<file path="src/rtl/wb_write_queue.sv">
//==============================================================================
// Module  : wb_write_queue
// Brief   : Register-file write-port arbiter: ALU writeback, buffered
//           long-latency results and a pending-write scoreboard.
// Revision: 1.0
//==============================================================================
`default_nettype none

module wb_write_queue #(
    parameter int DEPTH = 4,
    parameter int CW    = $clog2(DEPTH + 1)
) (
    input  logic          clk,
    input  logic          reset,
    input  logic          alu_we,
    input  logic [4:0]    alu_rd,
    input  logic [31:0]   alu_wd,
    input  logic          iss_valid,
    input  logic [4:0]    iss_rd,
    output logic          iss_ready,
    input  logic          res_valid,
    input  logic [4:0]    res_rd,
    input  logic [31:0]   res_data,
    output logic          res_ready,
    input  logic [4:0]    q_a1,
    input  logic [4:0]    q_a2,
    output logic          busy1,
    output logic          busy2,
    output logic          we3,
    output logic [4:0]    a3,
    output logic [31:0]   wd3,
    output logic [CW-1:0] count
);

    localparam int            AW     = (DEPTH > 1) ? $clog2(DEPTH) : 1;
    localparam logic [CW-1:0] C_FULL = CW'(DEPTH);

    logic [4:0]    r_fifo_rd [DEPTH];
    logic [31:0]   r_fifo_wd [DEPTH];
    logic [AW-1:0] r_wr_ptr;
    logic [AW-1:0] r_rd_ptr;
    logic [CW-1:0] r_count;
    logic [31:0]   r_busy;
    logic          r_we3;
    logic [4:0]    r_a3;
    logic [31:0]   r_wd3;

    logic          w_res_acc;
    logic          w_res_nz;
    logic          w_pop;
    logic          w_bypass;
    logic          w_push;
    logic          w_iss_fire;
    logic          w_clr;
    logic [4:0]    w_clr_rd;
    logic [31:0]   w_busy_nxt;

    assign res_ready  = (r_count != C_FULL);
    assign iss_ready  = ~r_busy[iss_rd];
    assign busy1      = r_busy[q_a1] & (q_a1 != 5'd0);
    assign busy2      = r_busy[q_a2] & (q_a2 != 5'd0);
    assign we3        = r_we3;
    assign a3         = r_a3;
    assign wd3        = r_wd3;
    assign count      = r_count;

    // ALU writeback has absolute priority; the FIFO drains only on idle ALU cycles,
    // and a fresh result skips the FIFO only when nothing older is waiting.
    assign w_res_acc  = res_valid & res_ready;
    assign w_res_nz   = w_res_acc & (res_rd != 5'd0);
    assign w_pop      = ~alu_we & (r_count != '0);
    assign w_bypass   = ~alu_we & (r_count == '0) & w_res_nz;
    assign w_push     = w_res_nz & ~w_bypass;
    assign w_iss_fire = iss_valid & iss_ready & (iss_rd != 5'd0);
    assign w_clr      = w_pop | w_bypass;
    assign w_clr_rd   = w_pop ? r_fifo_rd[r_rd_ptr] : res_rd;

    always_comb begin
        w_busy_nxt = r_busy;
        if (w_clr) begin
            w_busy_nxt[w_clr_rd] = 1'b0;
        end
        if (w_iss_fire) begin
            w_busy_nxt[iss_rd] = 1'b1;
        end
    end

    // Storage carries no reset; validity is tracked by the pointers and count.
    always_ff @(posedge clk) begin
        if (w_push) begin
            r_fifo_rd[r_wr_ptr] <= res_rd;
            r_fifo_wd[r_wr_ptr] <= res_data;
        end
    end

    always_ff @(posedge clk) begin
        if (reset) begin
            r_wr_ptr <= '0;
            r_rd_ptr <= '0;
            r_count  <= '0;
            r_busy   <= '0;
        end else begin
            r_busy <= w_busy_nxt;
            if (w_push) begin
                r_wr_ptr <= r_wr_ptr + 1'b1;
            end
            if (w_pop) begin
                r_rd_ptr <= r_rd_ptr + 1'b1;
            end
            case ({w_push, w_pop})
                2'b10:   r_count <= r_count + 1'b1;
                2'b01:   r_count <= r_count - 1'b1;
                default: r_count <= r_count;
            endcase
        end
    end

    always_ff @(posedge clk) begin
        if (reset) begin
            r_we3 <= 1'b0;
            r_a3  <= '0;
            r_wd3 <= '0;
        end else if (alu_we) begin
            r_we3 <= (alu_rd != 5'd0);
            r_a3  <= alu_rd;
            r_wd3 <= alu_wd;
        end else if (w_pop) begin
            r_we3 <= 1'b1;
            r_a3  <= r_fifo_rd[r_rd_ptr];
            r_wd3 <= r_fifo_wd[r_rd_ptr];
        end else if (w_bypass) begin
            r_we3 <= 1'b1;
            r_a3  <= res_rd;
            r_wd3 <= res_data;
        end else begin
            r_we3 <= 1'b0;
        end
    end

endmodule

`default_nettype wire
</file>
<file path="config.mk">
export PLATFORM = sky130hd
export DESIGN_NAME = wb_write_queue
export DESIGN_NICKNAME = d
export VERILOG_FILES = /design/src/rtl/wb_write_queue.sv
export SDC_FILE = /design/constraint.sdc
export NUM_CORES = 1
export LEC_CHECK = 0
export ABC_AREA = 1
export CAP_MARGIN = 20
export CORE_ASPECT_RATIO = 0.7
export CORE_MARGIN = 2
export CORE_UTILIZATION = 50
export DETAILED_ROUTE_END_ITERATION = 8
export GPL_TIMING_DRIVEN = 1
export PLACE_DENSITY = 0.72
export RECOVER_POWER = 100
export SETUP_SLACK_MARGIN = 0.02
export SYNTH_ARGS = -nofsm -noshare
export SYNTH_HDL_FRONTEND = slang
export SYNTH_SLANG_ARGS = --single-unit
</file>
<file path="constraint.sdc">
create_clock -name clk -period 4.8 [get_ports clk]
set_clock_uncertainty 0.1 [all_clocks]
set_input_delay 0.96 -clock clk [delete_from_list [all_inputs] [get_ports clk]]
set_output_delay 0.96 -clock clk [all_outputs]
set_load 0.03 [all_outputs]
</file>
-- Word level (Yosys, flattened, before mapping)
Memory sizes are Yosys's and may differ from the RTL's. A register that Yosys moved wholly into a read port is not among the register bits.
Cells that the tools add are included.
- bits in registers: 77
- bits in writable memories: 148
- input port bits: 94
- memories kept: 2
- memory list (memory ; words ; bits a word ; read ports ; clocked after Yosys merged registers in ; write ports ; line ; text):
    r_fifo_wd ; 4 ; 32 ; 1 ; 1 ; 1 ; 39 ; logic [31:0] r_fifo_wd [DEPTH];
    r_fifo_rd ; 4 ; 5 ; 1 ; 1 ; 1 ; 38 ; logic [4:0] r_fifo_rd [DEPTH];
- add/subtract/negate cells: 4
- magnitude comparators: 6
- eq/ne operators: 3
- multiplexer cells: 29
- bitwise operators: 17
- reduce and logical (&&, ||, !) cells: 11
- operators with widths (kind ; count):
    32-bit two-way mux ; 5
    32-bit AND ; 1
    32-bit NOT ; 1
    32-bit bitwise OR ; 1
    5-bit nonzero test ; 5
    5-bit by 6-bit less-than comparator with 1-bit output (second input constant) ; 4
    5-bit two-way mux ; 4
    1-bit binary-select mux with 5-bit select ; 3
    1-bit AND ; 10
    1-bit demux with 5-bit select ; 2
    5-bit by 1-bit >= comparator with 1-bit output (second input constant) ; 2
    1-bit two-way mux ; 10
    2-bit two-way mux ; 4
    3-bit one-hot mux with 2 select lines ; 1
    3-bit nonzero test ; 2
    2-bit by 1-bit adder with 2-bit output (second input constant) ; 2
    3-bit by 1-bit adder with 3-bit output (second input constant) ; 1
    3-bit logical NOT ; 1
    3-bit inequality test (second input constant) ; 1
    1-bit NOT ; 3
    3-bit by 1-bit subtractor with 3-bit output (second input constant) ; 1
    2-bit by 1-bit == test with 1-bit output (second input constant) ; 1
    2-bit == test (second input constant) ; 1
    1-bit logical AND ; 2
    2 further kinds ; 2

-- Logic depth before layout (Yosys ltp)
- word-level depth: 12
- mapped depth: 14
- gate-level depth less buffers: 12

-- Worst setup path before layout
No wires, ideal clock.
- path type: input port to flip-flop
- from: input alu_we
- to: memory r_fifo_rd[0][0], enable pin
- library setup time: 431 ps
- data arrival time: 3205 ps
- path slack: 1064 ps
- stages: 5
- path buffers: 1
- cells stage by stage: buf_2 inv_2 nand3_1 nand3_1 nor2_1
- longest elaborated chain between the ends: 7
- ends and longest elaborated chain (item ; line ; text):
    start, declared ; 15 ; input logic alu_we,
    1-bit NOT ; 72 ; assign w_bypass = ~alu_we & (r_count == '0) & w_res_nz;
    1-bit AND (2 in series) ; 72 ;
    1-bit NOT ; 73 ; assign w_push = w_res_nz & ~w_bypass;
    1-bit AND ; 73 ;
    1-bit two-way mux ; 90 ; if (w_push) begin
    1-bit two-way mux (not written as such) ; 91 ; r_fifo_rd[r_wr_ptr] <= res_rd;
    end, declared ; 38 ;
No other way between the ends.

-- Worst setup path after layout
- from: input q_a1[1]
- to: output busy1
- longest elaborated chain between the ends: 3
- elaborated cells on any way between the ends: 4
- those cells by class: mux (2); bitwise (1); reduce/logical (1)
- ends and longest elaborated chain (item ; line ; text):
    start, declared ; 25 ; input logic [4:0] q_a1,
    1-bit binary-select mux with 5-bit select ; 60 ; assign busy1 = r_busy[q_a1] & (q_a1 != 5'd0);
    1-bit two-way mux (not written as such) ; 60 ;
    1-bit AND * ; 60 ;
    end, declared ; 27 ; output logic busy1,
Mark *: on every way between the ends. The rest lies on a longest branch, timed or not. The select of a mux whose other input is x is not followed.

==> summary by stage <==
Critical path
The data required time at the worst endpoint is between 3 and 4 ns. The type of the setup path with the least slack is primary input to output port. The worst flop-to-flop path endpoint is r_busy[25]. The startpoint identified for the worst register-to-register timing path is count[0]. The top cell family by delay on the critical path is buffers and inverters.

The element type at the critical path end is an output port. The worst reg2reg path depth is 9. On the worst path, the slowest cell contributes a delay of 0.90 ns. The slowest library cell on the worst path is dlygate4sd3_1. In this run the register-to-register setup slack is 1.31 ns. STA puts the critical path data arrival time at 3.35 ns.

The count of buffer and inverter cells on the critical path is 2. The startpoint type of the worst setup path is a primary input. The signal on the critical path passes through dlygate4sd3_1, o21ai_0, o21ai_0, o211ai_1, nand3_1, a21boi_0, clkdlybuf4s50_1. In this run the worst path has a maximum fanout of 17. The most common cell type on the critical path is o21ai_0.

Logic synthesis
The number of enable flip-flop cells after synthesis is 148. The area of the mapped netlist is 10,500 um2. The most used flip-flop cell after synthesis is edfxtp_1.

The net count after synthesis is about 1,300. In this run the mean area of a mapped cell was 8.80 um2. Counting distinct cell types in the post-synthesis netlist gives 39.

After synthesis, the share of flip-flops with an asynchronous set or reset is 0%. In this run, synthesis produced a sequential element count of 227. The area share of the largest cell type after synthesis is 42.3%. Ranked by total cell area, the synthesized netlist is headed by edfxtp_1 (42%), dfxtp_1 (15%), nand2_1 (11%). Summed over all instances, the cell type with the most area after synthesis is edfxtp_1. The number of cells produced by synthesis is 1,194. For this run, the number of Yosys warnings is 0. The sequential area share after synthesis is 57.4%.

Clock network
In this run the clock root is driven by a clkbuf_16. CTS built an H-tree with a depth of 1. The number of buffers created by CTS is 22. After clock tree synthesis, the clock-pin slew on the worst setup and hold paths is around 0.07 ns. The post-CTS setup buffer count is 0. The clock network latency to the later pin of the worst-skew pair is 0.50 ns. The number of buffers on the longest clock path is 3.

The hold buffer count at CTS is 0. TritonCTS built the clock tree. The clock drives approximately 230 sinks.

After clock tree synthesis, the repair step resized 0 gates.

Timing
Measured against its own limit, the worst slew margin works out to -5.61%. The final count of negative-setup-slack endpoints is 0. Setup repair after global routing left no endpoint under its margin. The minimum setup slack in the final design is about 0.39 ns. The final number of max-transition violations is 34. After routing, the total negative slack on setup checks comes to 0 ns. Timing would allow up to 0.227 GHz. At the pin with the least slew margin, the transition time is approximately 1.6 ns. The total count of hold-check failures in the final report was 0.

The final critical-path share of the clock period is 91.9%. The smallest clock period supported by the final layout is computed as 4.41 ns.

GRT
The largest net degree at the start of global routing is 60. After global routing the overflow that remains totals 0. The initial antenna violation count is 1. The number of global-route vias before repair is 8,182. The first global-routing pass estimated around 45,000 um of wire. Global routing consumed, over all layers together, 26.0% of the routing resources.

Power and ir drop
The static leakage is 4.80 nW. Net switching is 33.8% of the power. The share of total power dissipated in the clock network is 30.3%. The register share of total power is 40.6%. In this run the power density over the cells is 477 nW/um2. Of the total power, combinational logic draws 29.1%. The net switching component of the power is 2.07 mW. The peak ir drop on the vdd network is 0.278 mV. The internal power of the cells is between 4 and 5 mW.

Route
The routed wire length per instance is 18.0 um. The post-detailed-route count of antenna-violating nets is 0. The detailed-route vias per instance is 5.57. Across all layers, the routed design uses 8,917 vias.

The first detailed-routing pass ran for 5 iterations. The final wirelength is 28,800 um. The DRC violations left is 0. After the first detailed-routing iteration, the DRC count stood at 924.

Run status
The final reports fail on capacitance limit, slew limit. The run finished, with violations left.

Final layout
After filler insertion, the fill cell instance count of the layout stands at 1,744. The post-route netlist has 5.90% of its cells at a drive strength greater than 1. After the last flow step, the layout net total stands at 1,407.

The utilization after layout is 62.2%. The area growth from synthesis to layout is 22.3%.

Run
The count of max-cap constraint violations is 1.

Die
Row generation in the floorplan step produced between 40 and 50 rows. The floorplan die width is 177 um. The floorplan step defined a die boundary enclosing roughly 22,000 um2. The floorplan step set the die height to between 100 and 150 um.

The number of top-level pins is 139. The core footprint is 20,600 um2. The starting utilization of the core area is 50.9%.

Hold path
The worst hold path passes through 2 cells. The worst hold path startpoint is r_busy[1]. For hold timing, the worst endpoint is r_busy[1]. The class of the most critical hold timing path is flip-flop to flip-flop.

Place
The count of buffers from port buffering is about 140. Detailed placement finished with a half-perimeter wire length of 19,100 um. The worst-case setup slack after placement is 0.516 ns.

The final RePlAce weighted congestion is 0.918.
final cells by class:
type | instances | area, um2 | area share [%]
timing repair buffer | 157 | 1510 | 11.7
multi-input combinational | 801 | 3810 | 29.7
sequential | 227 | 6030 | 46.9
antenna | 1 | 2.50 | 0.0195
tap | 276 | 345 | 2.69
clock buffer | 29 | 628 | 4.89
inverter | 98 | 368 | 2.86
clock inverter | 11 | 158 | 1.23
cells in the mapped netlist (all sizes together), types with 5 or more instances:
master / number
nor3: 8
o21ai: 125
nor2: 84
or2: 5
o211ai: 11
edfxtp: 148
ha: 5
clkbuf: 41
nand2: 307
buf: 27
a221oi: 6
a21oi: 98
inv: 97
dfxtp: 79
nand3: 111
a41oi: 26
placed cells by master (no fill, tap or decap), types with 2 or more instances in the layout:
master | synthesis | final
nand2_1 | 307 | 307
edfxtp_1 | 148 | 148
o21ai_0 | 119 | 120
nand3_1 | 111 | 111
a21oi_1 | 97 | 98
inv_1 | 87 | 88
dlygate4sd3_1 | 0 | 83
dfxtp_1 | 79 | 78
nor2_1 | 78 | 76
clkdlybuf4s50_1 | 0 | 55
a41oi_1 | 26 | 26
clkbuf_16 | 0 | 23
buf_4 | 6 | 13
o211ai_1 | 11 | 11
inv_2 | 10 | 9
nor3_1 | 8 | 8
a221oi_1 | 6 | 6
nor2_4 | 3 | 5
ha_1 | 5 | 5
clkbuf_1 | 41 | 5
clkinv_2 | 0 | 5
or2_2 | 4 | 4
bufinv_16 | 0 | 4
clkbuf_2 | 0 | 4
nor2_2 | 3 | 3
o21ai_2 | 3 | 3
o21bai_1 | 3 | 3
clkbuf_8 | 0 | 3
clkinv_1 | 1 | 2
o221ai_1 | 2 | 2
o21ai_1 | 3 | 2
through the flow:
| stage | power [mW] | hold slack, ns | std cells | instance area [um2] |
|---|---|---|---|---|
| 4_1_cts | 6.23 | 0.406 | 1599 | 12900 |
| 3_3_place_gp | 4.35 | 0.390 | 1559 | 12100 |
| 3_5_place_dp | 4.37 | 0.397 | 1559 | 12100 |
| 2_1_floorplan | 3.69 | 0.341 | 1194 | 10500 |
| 6_report | 6.14 | 0.409 | 1600 | 12800 |
| 5_1_grt | 6.44 | 0.425 | 1599 | 12800 |
worst max path at each step:
stage	from	to	slack, ns	depth (start not counted)
finish	q_a1[1]	busy1	0.39	7
global placement	q_a2[0]	busy2	0.52	10
detailed placement	q_a2[0]	busy2	0.52	10
global route	q_a1[1]	busy1	0.22	7
floorplan	alu_we	r_fifo_rd[0][0]	1.06	5
CTS	q_a1[1]	busy1	0.48	7
routing by layer:
layer / global-route usage [%] / vias to the layer above / wire, um
li1: - / 4326 / -
met1: 40.0 / 4151 / 13500
met5: 0 / - / 13
met3: 5.75 / 43 / 2660
met2: 37.3 / 395 / 12000
met4: 6.27 / 2 / 540
power by group through the flow:
| stage | Sequential [mW] | Clock (mW) | Combinational [mW] |
|---|---|---|---|
| 3_3_place_gp | 2.52 | 0 | 1.82 |
| 4_1_cts | 2.49 | 1.88 | 1.86 |
| 3_5_place_dp | 2.53 | 0 | 1.84 |
| 2_1_floorplan | 2.73 | 0 | 0.957 |
| 5_1_grt | 2.52 | 1.96 | 1.96 |
| 6_report | 2.49 | 1.86 | 1.79 |
kinds of logic after synthesis:
kind of cell	share of synthesized area [%]
AND/OR/NAND/NOR	20.5
buffers and inverters	6.35
AO/OA/AOI/OAI	14.9
flip-flops	57.4
adder cells (fa/ha/maj)	0.786
tightest hold or removal path: cells and delay by family, from the launching register on:
family | cells | cell delay [ns]
AO/OA/AOI/OAI | 1 | 0.05
flip-flops | 1 | 0.34
AND/OR/NAND/NOR | 1 | 0.07
flip-flops by register name, indices dropped and copies added (netlist names), named ones only:
| register | flops |
|---|---|
| r_fifo_rd | 20 |
| r_rd_ptr | 2 |
| count | 3 |
| r_fifo_wd | 128 |
| r_wr_ptr | 2 |
| wd3 | 32 |
| we3 | 1 |
| r_busy | 32 |
| a3 | 5 |
(Power assumes the default switching activity.)
